==> src/rtl/placar_pkg.sv <==
// -----------------------------------------------------------------------------
// placar_pkg
// Shared types and constants for the scoreboard controller.
//   state_t            : controller FSM states
//   PTS_A/PTS_B/PTS_C  : point values of the three buttons
//   DEFAULT_MAX_SCORE  : highest score a two-digit display can show
//   encode_pts()       : one-hot button press to 2-bit point value
// -----------------------------------------------------------------------------
package placar_pkg;

   typedef enum logic [1:0] {
      IDLE,
      APPLY,
      COMMIT,
      WAIT_REL
   } state_t;

   localparam logic [1:0] PTS_A = 2'd1;
   localparam logic [1:0] PTS_B = 2'd2;
   localparam logic [1:0] PTS_C = 2'd3;

   localparam int unsigned DEFAULT_MAX_SCORE = 99;

   // Only meaningful when exactly one press is set; priority keeps it total.
   function automatic logic [1:0] encode_pts(input logic a, input logic b, input logic c);
      logic [1:0] pts;
      pts = 2'd0;
      if (a) begin
         pts = PTS_A;
      end else if (b) begin
         pts = PTS_B;
      end else if (c) begin
         pts = PTS_C;
      end
      return pts;
   endfunction

endpackage

==> src/rtl/debounce_botao.sv <==
// -----------------------------------------------------------------------------
// debounce_botao
// Synchronizes and debounces one raw active-low push button.
//   clk, rst_n : clock, asynchronous active-low reset
//   btn        : raw button, active-low, asynchronous to clk
//   level      : debounced level, 1 = pressed (reset: released)
//   press      : one-cycle pulse on the debounced released-to-pressed edge,
//                coincident with the first cycle level reads 1
// -----------------------------------------------------------------------------
module debounce_botao
   import placar_pkg::*;
#(
   parameter int unsigned DEBOUNCE_CYCLES = 50000
) (
   input  logic clk,
   input  logic rst_n,
   input  logic btn,
   output logic level,
   output logic press
);

   localparam int unsigned CntW = (DEBOUNCE_CYCLES > 1) ? $clog2(DEBOUNCE_CYCLES) : 1;

   logic [1:0]      sync_q;
   logic            sample;
   logic [CntW-1:0] cnt_q, cnt_d;
   logic            level_q, level_d;
   logic            press_q;

   // Raw input is active-low; work in pressed=1 after the synchronizer.
   assign sample = ~sync_q[1];

   // cnt_q counts consecutive samples that disagree with the debounced level;
   // any agreeing sample restarts the count.
   always_comb begin
      cnt_d   = '0;
      level_d = level_q;
      if (sample != level_q) begin
         if (cnt_q == CntW'(DEBOUNCE_CYCLES - 1)) begin
            level_d = sample;
         end else begin
            cnt_d = cnt_q + 1'b1;
         end
      end
   end

   always_ff @(posedge clk or negedge rst_n) begin
      if (!rst_n) begin
         sync_q  <= 2'b11;
         cnt_q   <= '0;
         level_q <= 1'b0;
         press_q <= 1'b0;
      end else begin
         sync_q  <= {sync_q[0], btn};
         cnt_q   <= cnt_d;
         level_q <= level_d;
         press_q <= level_d & ~level_q;
      end
   end

   assign level = level_q;
   assign press = press_q;

endmodule

==> src/rtl/placar_controle.sv <==
// -----------------------------------------------------------------------------
// placar_controle
// Sequential front end of the scoreboard: debounces the point buttons, feeds
// the external adder/subtractor and commits its result to the team register.
//   clk, rst_n            : clock, asynchronous active-low reset
//   btn_a/btn_b/btn_c     : raw active-low buttons worth 1/2/3 points
//   btn_zerar             : raw active-low clear button (PLACAR_ZERAR_EN only)
//   sub_mode, team_sel    : operation and team, sampled at the press
//   pontos_btn            : point value to adder B input, 0 when idle
//   pontos_atual          : selected team score to adder N1 input
//   soma_in               : adder result
//   placar_time0/1        : registered team scores
//   buzzer                : error pulse, BUZZER_CYCLES long
//   led                   : high while an operation is in progress
// Optional feature macro: PLACAR_ZERAR_EN adds btn_zerar, which clears both
// scores from IDLE.
// -----------------------------------------------------------------------------
module placar_controle
   import placar_pkg::*;
#(
   parameter int unsigned DEBOUNCE_CYCLES = 50000,
   parameter int unsigned SCORE_W         = 7,
   parameter int unsigned MAX_SCORE       = DEFAULT_MAX_SCORE,
   parameter int unsigned BUZZER_CYCLES   = 25000000
) (
   input  logic               clk,
   input  logic               rst_n,
   input  logic               btn_a,
   input  logic               btn_b,
   input  logic               btn_c,
`ifdef PLACAR_ZERAR_EN
   input  logic               btn_zerar,
`endif
   input  logic               sub_mode,
   input  logic               team_sel,
   output logic [1:0]         pontos_btn,
   output logic [SCORE_W-1:0] pontos_atual,
   input  logic [SCORE_W-1:0] soma_in,
   output logic [SCORE_W-1:0] placar_time0,
   output logic [SCORE_W-1:0] placar_time1,
   output logic               buzzer,
   output logic               led
);

   localparam int unsigned SumW = SCORE_W + 1;
   localparam int unsigned BzW  = $clog2(BUZZER_CYCLES + 1);
   localparam logic [SumW-1:0] MaxVal = SumW'(MAX_SCORE);

   state_t             state_q, state_d;
   logic [1:0]         pts_q, pts_d;
   logic               team_q, team_d;
   logic               mode_q, mode_d;
   logic [SCORE_W-1:0] score0_q, score0_d;
   logic [SCORE_W-1:0] score1_q, score1_d;
   logic [BzW-1:0]     buzz_q, buzz_d;
   logic               buzz_start;

   logic lvl_a, lvl_b, lvl_c;
   logic prs_a, prs_b, prs_c;
   logic zerar_press;
   logic [1:0] n_press;

   logic               cur_team;
   logic [SCORE_W-1:0] cur_score;
   logic [SumW-1:0]    pts_ext, sum_ext;
   logic               valid;

   debounce_botao #(.DEBOUNCE_CYCLES(DEBOUNCE_CYCLES)) u_db_a (
      .clk   (clk),
      .rst_n (rst_n),
      .btn   (btn_a),
      .level (lvl_a),
      .press (prs_a)
   );

   debounce_botao #(.DEBOUNCE_CYCLES(DEBOUNCE_CYCLES)) u_db_b (
      .clk   (clk),
      .rst_n (rst_n),
      .btn   (btn_b),
      .level (lvl_b),
      .press (prs_b)
   );

   debounce_botao #(.DEBOUNCE_CYCLES(DEBOUNCE_CYCLES)) u_db_c (
      .clk   (clk),
      .rst_n (rst_n),
      .btn   (btn_c),
      .level (lvl_c),
      .press (prs_c)
   );

`ifdef PLACAR_ZERAR_EN
   logic lvl_z;

   // Clear acts on the press edge only; the held level is irrelevant.
   debounce_botao #(.DEBOUNCE_CYCLES(DEBOUNCE_CYCLES)) u_db_z (
      .clk   (clk),
      .rst_n (rst_n),
      .btn   (btn_zerar),
      .level (lvl_z),
      .press (zerar_press)
   );

   logic unused_lvl_z;
   assign unused_lvl_z = lvl_z;
`else
   assign zerar_press = 1'b0;
`endif

   assign n_press = 2'(prs_a) + 2'(prs_b) + 2'(prs_c);

   // In IDLE the adder input tracks team_sel live; afterwards the latched team.
   assign cur_team  = (state_q == IDLE) ? team_sel : team_q;
   assign cur_score = cur_team ? score1_q : score0_q;

   // Validity is decided here in SCORE_W+1 bits so the adder carry is not needed.
   assign pts_ext = SumW'(pts_q);
   assign sum_ext = {1'b0, cur_score} + pts_ext;
   assign valid   = mode_q ? (pts_ext <= {1'b0, cur_score}) : (sum_ext <= MaxVal);

   always_comb begin
      state_d    = state_q;
      pts_d      = pts_q;
      team_d     = team_q;
      mode_d     = mode_q;
      score0_d   = score0_q;
      score1_d   = score1_q;
      buzz_start = 1'b0;
      case (state_q)
         IDLE: begin
            if (zerar_press) begin
               score0_d = '0;
               score1_d = '0;
            end else if (n_press == 2'd1) begin
               pts_d   = encode_pts(prs_a, prs_b, prs_c);
               team_d  = team_sel;
               mode_d  = sub_mode;
               state_d = APPLY;
            end else if (n_press >= 2'd2) begin
               buzz_start = 1'b1;
               state_d    = WAIT_REL;
            end
         end
         APPLY: begin
            state_d = COMMIT;
         end
         COMMIT: begin
            if (valid) begin
               if (team_q) begin
                  score1_d = soma_in;
               end else begin
                  score0_d = soma_in;
               end
            end else begin
               buzz_start = 1'b1;
            end
            state_d = WAIT_REL;
         end
         WAIT_REL: begin
            if (!lvl_a && !lvl_b && !lvl_c) begin
               state_d = IDLE;
            end
         end
         default: begin
            state_d = IDLE;
         end
      endcase
   end

   // A start while the buzzer runs simply reloads the full length.
   always_comb begin
      buzz_d = buzz_q;
      if (buzz_start) begin
         buzz_d = BzW'(BUZZER_CYCLES);
      end else if (buzz_q != '0) begin
         buzz_d = buzz_q - 1'b1;
      end
   end

   always_ff @(posedge clk or negedge rst_n) begin
      if (!rst_n) begin
         state_q  <= IDLE;
         pts_q    <= 2'd0;
         team_q   <= 1'b0;
         mode_q   <= 1'b0;
         score0_q <= '0;
         score1_q <= '0;
         buzz_q   <= '0;
      end else begin
         state_q  <= state_d;
         pts_q    <= pts_d;
         team_q   <= team_d;
         mode_q   <= mode_d;
         score0_q <= score0_d;
         score1_q <= score1_d;
         buzz_q   <= buzz_d;
      end
   end

   assign pontos_btn   = ((state_q == APPLY) || (state_q == COMMIT)) ? pts_q : 2'd0;
   assign pontos_atual = cur_score;
   assign placar_time0 = score0_q;
   assign placar_time1 = score1_q;
   assign buzzer       = (buzz_q != '0);
   assign led          = (state_q != IDLE);

endmodule

==> config.mk <==
export PLATFORM = sky130hd
export DESIGN_NAME = placar_controle
export DESIGN_NICKNAME = d
export VERILOG_FILES = /design/src/rtl/placar_pkg.sv /design/src/rtl/debounce_botao.sv /design/src/rtl/placar_controle.sv
export SDC_FILE = /design/constraint.sdc
export NUM_CORES = 1
export LEC_CHECK = 0
export ABC_AREA = 0
export BUFFER_PORTS_ARGS = -buffer_cell sky130_fd_sc_hd__buf_2
export CORE_ASPECT_RATIO = 0.5
export CORE_UTILIZATION = 45
export CTS_CLUSTER_SIZE = 30
export DETAILED_ROUTE_END_ITERATION = 10
export PLACE_DENSITY = 0.61
export SLEW_MARGIN = 20
export SYNTH_ARGS = -nofsm -noshare
export SYNTH_HDL_FRONTEND = slang
export SYNTH_SLANG_ARGS = --single-unit
==> constraint.sdc <==
create_clock -name clk -period 9.2 [get_ports clk]
set_clock_uncertainty 0.1 [all_clocks]
set_input_delay 0 -clock clk [delete_from_list [all_inputs] [get_ports clk]]
set_output_delay 0 -clock clk [all_outputs]
set_load 0.01 [all_outputs]
==> impl_metrics.py, run 1 <==
metrics = {
    "status": {
        "status": "completed",
    },
    "floorplan": {
        "die_w_um": 154,
        "row_count": 27,
        "initial_core_util": 0.467,
        "fp.dieH_um": 77.9,
        "ioPinCount": 39,
        "dieArea_um2": 12000,
        "core_area_um2": 11100,
    },
    "global_route": {
        "grt_max_degree": 77,
        "antenna_found_initial": 0,
        "grtUsageTotal": 0.177,
        "grt_first_pass_wirelength_um": 16800,
        "grt_pass1_vias": 3531,
        "overflow": 0,
    },
    "worst_setup_path": {
        "startpoint_type": "flip-flop",
        "crit_type": "flip-flop to flip-flop",
        "arrival_ns": 4.27,
        "worst_setup_path_end_kind": "flip-flop",
        "crit_path_max_fanout": 14,
        "required_ns": 9.33,
    },
    "placed_design": {
        "gp_congestion": 0.784,
        "dp_hpwl_um": 6550,
        "io_buffers": 38,
        "place_area_um2": 5520,
    },
    "timing": {
        "worst_pin_slew_ns": 0.918,
        "slew_headroom": 0.388,
        "slew_violations": 0,
        "final_hold_viol_count": 0,
        "setup_tns_ns": 0,
        "grt_setup_unrepaired": "no",
        "setup_violations": 0,
        "fin_crit_ns": 4.14,
        "post-route-period-util": 0.451,
        "fmax_mhz": 241,
        "fin_hold_ws_ns": 0.0273,
    },
    "power": {
        "power_density_nw_per_um2": 146,
        "power.share.combinational": 0.032,
        "clkPwrFrac": 0.425,
        "power.leakage_nw": 2.62,
        "swShare": 0.219,
        "intPower_mw": 0.678,
        "ir_drop_mv": 0.0810,
        "p_switching_mw": 0.190,
        "power.share.sequential": 0.542,
        "finalPower_mw": 0.869,
    },
    "routing": {
        "route.detailed.drc": 0,
        "ant_nets": 0,
        "wl_um": 9640,
        "post_drt_via_cell_ratio": 5.13,
        "wire_per_inst_um": 13.8,
        "vias": 3574,
        "drtPass1Iterations": 4,
        "drtIter0Drc": 203,
    },
    "cells_and_area": {
        "final_area_um2": 5930,
        "fin_util": 0.536,
        "layout-drive-gt1-share": 0.170,
        "antennaDiodeCount": 0,
        "area_delta_synth_final_pct": 14.6,
        "nNetsFinal": 575,
    },
    "synthesis": {
        "async_flop_share": 1.00,
        "ys_ff_latch": 105,
        "seq_area_frac_synth": 0.509,
        "synth_ff_type": "dfrtp_1",
        "syn_nets": 521,
        "synth_cell_type_count": 52,
        "yosys_warnings": 0,
        "synth_area_um2": 5180,
        "avgSynthCellArea_um2": 10.5,
        "synth_cells": 493,
        "synth_edf_count": 0,
    },
    "cts": {
        "clock-root-buffer": "clkbuf_16",
        "cts_tree": "done",
        "cts-htree-levels": 3,
        "insertion_delay_ns": 0.35,
        "numCtsBuffers": 9,
        "cts_resized": 0,
        "cts.sinks": 105,
        "cts_max_path_buffers": 2,
        "post_cts_buffers": 0,
        "clk_pin_slew_worst_paths_ns": 0.07,
    },
    "worst_hold_path": {
        "hp-class": "primary input to asynchronous set/reset pin",
    },
    "flow_run": {
        "maxCapViolations": 0,
    },
}
[sequential cells by signal (all words and copies together), names as in the netlist, 2 cells and up]
signal / count
placar_time1: 7
u_db_b.cnt_q: 16
u_db_a.cnt_q: 16
u_db_c.cnt_q: 16
u_db_a.sync_q: 2
pts_q: 2
state_q: 2
u_db_b.sync_q: 2
buzz_q: 25
placar_time0: 7
u_db_c.sync_q: 2
[layer usage]
metal / vias to the layer above / GRT usage / part of all wire
li1: 1803 / - / -
met4: 0 / 0.0470 / 0.010
met3: 9 / 0.0447 / 0.027
met1: 1733 / 0.255 / 0.52
met2: 29 / 0.266 / 0.44
met5: - / 0 / 0
[synthesized netlist by cell type (2+ instances only)]
| master | count | area [um2] |
|---|---|---|
| nor4_1 | 5 | 31.3 |
| or3_1 | 4 | 25.0 |
| nand2_1 | 45 | 169 |
| or4_4 | 2 | 22.5 |
| o31ai_1 | 4 | 30.0 |
| and3_1 | 16 | 100 |
| dfstp_2 | 6 | 158 |
| clkbuf_1 | 6 | 22.5 |
| xnor2_1 | 26 | 228 |
| a211oi_1 | 2 | 15.0 |
| and2_1 | 5 | 31.3 |
| nand3_1 | 21 | 105 |
| buf_2 | 2 | 10.0 |
| and4_1 | 2 | 17.5 |
| mux2_2 | 20 | 225 |
| xor2_1 | 39 | 342 |
| or4_1 | 3 | 22.5 |
| nand2b_1 | 3 | 18.8 |
| nand4b_1 | 2 | 17.5 |
| inv_1 | 12 | 45.0 |
| o21ai_0 | 7 | 35.0 |
| mux2i_1 | 4 | 40.0 |
| o31a_1 | 2 | 17.5 |
| nor3_1 | 15 | 75.1 |
| nand4_1 | 16 | 100 |
| a21oi_1 | 7 | 35.0 |
| ha_1 | 12 | 150 |
| dfrtp_1 | 99 | 2480 |
| fa_1 | 2 | 40.0 |
| nor2_1 | 76 | 285 |
| nor4b_1 | 4 | 35.0 |
| or2_2 | 2 | 12.5 |
| nand3b_1 | 3 | 22.5 |
[cells in the final DEF, fill, tap and decap left out, types with 3 or more instances in the layout]
master          n
nor4b_1         4
xor2_1         39
inv_1          12
nor4_1          5
nor3_1         15
nand2_1        45
o21ai_0         7
xnor2_1        26
clkbuf_16       9
nor2_1         76
and3_1         16
or3_1           4
dfrtp_1        99
nand3_1        21
mux2_2         20
dfstp_2         6
and2_1          5
o31ai_1         4
mux2i_1         3
nand2b_1        3
a21oi_1         7
nand4_1        16
ha_1           12
buf_4           3
dlygate4sd3_1  13
buf_2          37
or4_1           3
nand3b_1        3
[metrics by stage]
stage,instances,setup slack (ns)
global placement,668,4.92
floorplan,493,5.73
CTS,697,4.74
detailed placement,668,4.78
global route,697,4.79
finish,697,5.06
[worst paths after layout]
path | startpoint | end | slack [ns] | cells after the start
min | rst_n | buzz_q[3] | 0.03 | 2
max in group asynchronous | rst_n | u_db_c.cnt_q[0] | 7.71 | 3
min reg2reg | u_db_a.sync_q[0] | u_db_a.sync_q[1] | 0.26 | 0
max | state_q[0] | buzz_q[21] | 5.06 | 11
min in group clk | btn_c | u_db_c.sync_q[0] | 0.19 | 2
max reg2reg | state_q[0] | buzz_q[21] | 5.06 | 11
[power by group through the flow]
stage | logic [mW] | clock network [mW] | registers [mW]
5_1_grt | 0.0322 | 0.398 | 0.472
2_1_floorplan | 0.00979 | 0 | 0.479
3_5_place_dp | 0.0247 | 0 | 0.480
3_3_place_gp | 0.0243 | 0 | 0.480
4_1_cts | 0.0290 | 0.383 | 0.471
6_report | 0.0279 | 0.369 | 0.471
[layout make-up]
type,count,area [um2]
clock buffers,13,260
clock inverters,3,23.8
flip-flops and latches,105,2640
well taps,145,181
inverters,12,45.0
multi-input cells,366,2450
repair buffers,53,338
fillers,1022,5150
[kinds of logic after synthesis]
group,synth area share
muxes,0.0563
buffers and inverters,0.0186
DFF,0.509
and+or+nand+nor,0.226
AOI/OAI and AO/OA,0.0432
xor gates and xnor gates,0.110
adders and majority gates,0.0367
[repair_timing]
action / 4_1_cts / 5_1_grt
hold endpoints to repair: 48 / 0
endpoints found under the setup margin: 0 / 0
hold buffers: 13 / 0
[critical path: stages (launching register included)]
cell,delay [ns]
dfrtp_1,0.38
inv_1,0.11
ha_1,0.26
mux2i_2,0.74
mux2_2,0.44
ha_1,0.22
fa_1,0.43
nand3b_1,0.10
nand4bb_1,0.17
a21boi_1,0.11
a311o_1,0.53
or3_1,0.44
Note: power is estimated with default switching activity, not from simulation.
==> run 2: changes to the inputs <==
==> constraint.sdc (replaced) <==
create_clock -name clk -period 4.1 [get_ports clk]
set_clock_uncertainty 0.1 [all_clocks]
set_input_delay 0 -clock clk [delete_from_list [all_inputs] [get_ports clk]]
set_output_delay 0 -clock clk [all_outputs]
set_load 0.01 [all_outputs]
==> impl_metrics.py, run 2 (synthesis gave the netlist of run 1 again) <==
metrics = {
    "flow_run": {
        "maxCapViolations": 0,
    },
    "cts": {
        "clk_pin_slew_worst_paths_ns": 0.07,
        "cts-htree-levels": 3,
        "cts_resized": 0,
        "holdBufCountCts": 13,
        "clock-root-buffer": "clkbuf_16",
        "cts_tree": "done",
        "cts_max_path_buffers": 2,
        "numCtsBuffers": 9,
        "post_cts_buffers": 0,
        "insertion_delay_ns": 0.35,
        "cts.sinks": 105,
    },
    "global_route": {
        "grtUsageTotal": 0.181,
        "overflow": 0,
        "grt_max_degree": 67,
        "grt_first_pass_wirelength_um": 17200,
        "antenna_found_initial": 0,
        "grt_pass1_vias": 3603,
    },
    "routing": {
        "drtIter0Drc": 141,
        "drtPass1Iterations": 4,
        "post_drt_via_cell_ratio": 5.09,
        "route.detailed.drc": 0,
        "ant_nets": 0,
        "vias": 3554,
        "wire_per_inst_um": 13.9,
        "wl_um": 9680,
    },
    "timing": {
        "final_hold_viol_count": 0,
        "setup_tns_ns": 0,
        "grt_setup_unrepaired": "no",
        "fin_crit_ns": 3.80,
        "fmax_mhz": 263,
        "post-route-period-util": 0.927,
        "worst_slack_ns": 0.300,
        "fin_hold_ws_ns": 0.188,
        "slew_headroom": 0.447,
        "setup_violations": 0,
        "slew_violations": 0,
        "worst_pin_slew_ns": 0.829,
    },
    "status": {
        "status": "completed",
    },
    "worst_setup_path": {
        "worst_setup_path_end_kind": "flip-flop",
        "reg2reg_to": "buzz_q[21]",
        "crit_path_max_fanout": 14,
        "r2r_cells": 11,
        "startpoint_type": "flip-flop",
        "r2r_setup_slack_ns": 0.30,
        "required_ns": 4.22,
        "crit_type": "flip-flop to flip-flop",
        "cp-endpoint": "buzz_q[21]",
        "crit_start": "state_q[0]",
        "arrival_ns": 3.92,
        "r2r-start": "state_q[0]",
    },
    "placed_design": {
        "io_buffers": 38,
        "dp_slack_ns": 0.316,
        "gp_congestion": 0.781,
        "dp_hpwl_um": 6580,
        "place_inst": 669,
    },
    "floorplan": {
        "ioPinCount": 39,
        "initial_core_util": 0.467,
        "dieArea_um2": 12000,
        "row_count": 27,
        "fp.dieH_um": 77.9,
        "core_area_um2": 11100,
        "die_w_um": 154,
    },
    "cells_and_area": {
        "antennaDiodeCount": 0,
        "largest_reg_flops": 25,
        "nNetsFinal": 576,
        "area_delta_synth_final_pct": 14.5,
        "regMostFlops": "buzz_q",
        "instances_no_fill": 698,
        "layout-drive-gt1-share": 0.168,
        "mostFrequentLayoutCells": "99 x dfrtp_1, 76 x nor2_1, 45 x nand2_1, 39 x xor2_1, 37 x buf_2",
        "nFillCells": 1016,
        "layout_commonest_cell": "dfrtp_1",
    },
    "power": {
        "finalPower_mw": 1.92,
        "power.leakage_nw": 2.63,
        "ir_drop_mv": 0.166,
        "power_density_nw_per_um2": 324,
    },
    "worst_hold_path": {
        "hp-class": "primary input to flip-flop",
    },
}
-- run 2: critical path: stages (launching register included) --
cell	delay, ns
dfrtp_1	0.38
inv_1	0.12
ha_1	0.23
mux2i_1	0.43
mux2_2	0.41
ha_1	0.22
fa_1	0.44
nand3b_1	0.11
nand4bb_1	0.17
a21boi_1	0.10
a311o_1	0.53
or3_1	0.43
-- run 2: layout make-up --
| type | instances | area, um2 | area share |
|---|---|---|---|
| timing repair buffer | 54 | 345 | 0.0582 |
| sequential | 105 | 2640 | 0.444 |
| clock inverter | 3 | 25.0 | 0.00422 |
| multi-input combinational | 366 | 2450 | 0.413 |
| clock buffer | 13 | 250 | 0.0422 |
| inverter | 12 | 45.0 | 0.00760 |
| tap | 145 | 181 | 0.0306 |
-- run 2: power breakdown --
part	internal, mW	switching [mW]
Clock	0.433	0.369
Combinational	0.0246	0.0384
Sequential	1.05	0.00817
-- run 2: worst min path at each step --
stage | startpoint | end | slack, ns | depth (start not counted)
2_1_floorplan | rst_n | buzz_q[0] | -0.40 | 0
3_3_place_gp | btn_c | u_db_c.sync_q[0] | 0.008 | 1
3_5_place_dp | btn_a | u_db_a.sync_q[0] | 0.006 | 1
4_1_cts | btn_a | u_db_a.sync_q[0] | 0.17 | 2
5_1_grt | btn_a | u_db_a.sync_q[0] | 0.17 | 2
6_report | btn_c | u_db_c.sync_q[0] | 0.19 | 2
-- run 2: metrics by stage --
stage,area (um2),util
2_1_floorplan,5180,-
3_3_place_gp,5520,0.499
3_5_place_dp,5520,0.499
4_1_cts,5930,0.535
5_1_grt,5930,0.535
6_report,5930,0.535
-- run 2: metal layers --
metal  up-vias  routed length [um]  part of all wire  global-route usage
met5         -                   0                 0                   0
met4         0                  80            0.0083              0.0540
met3         7                 246             0.025              0.0441
met2        29                4270              0.44               0.287
met1      1706                5080              0.52               0.245
li1       1812                   -                 -                   -
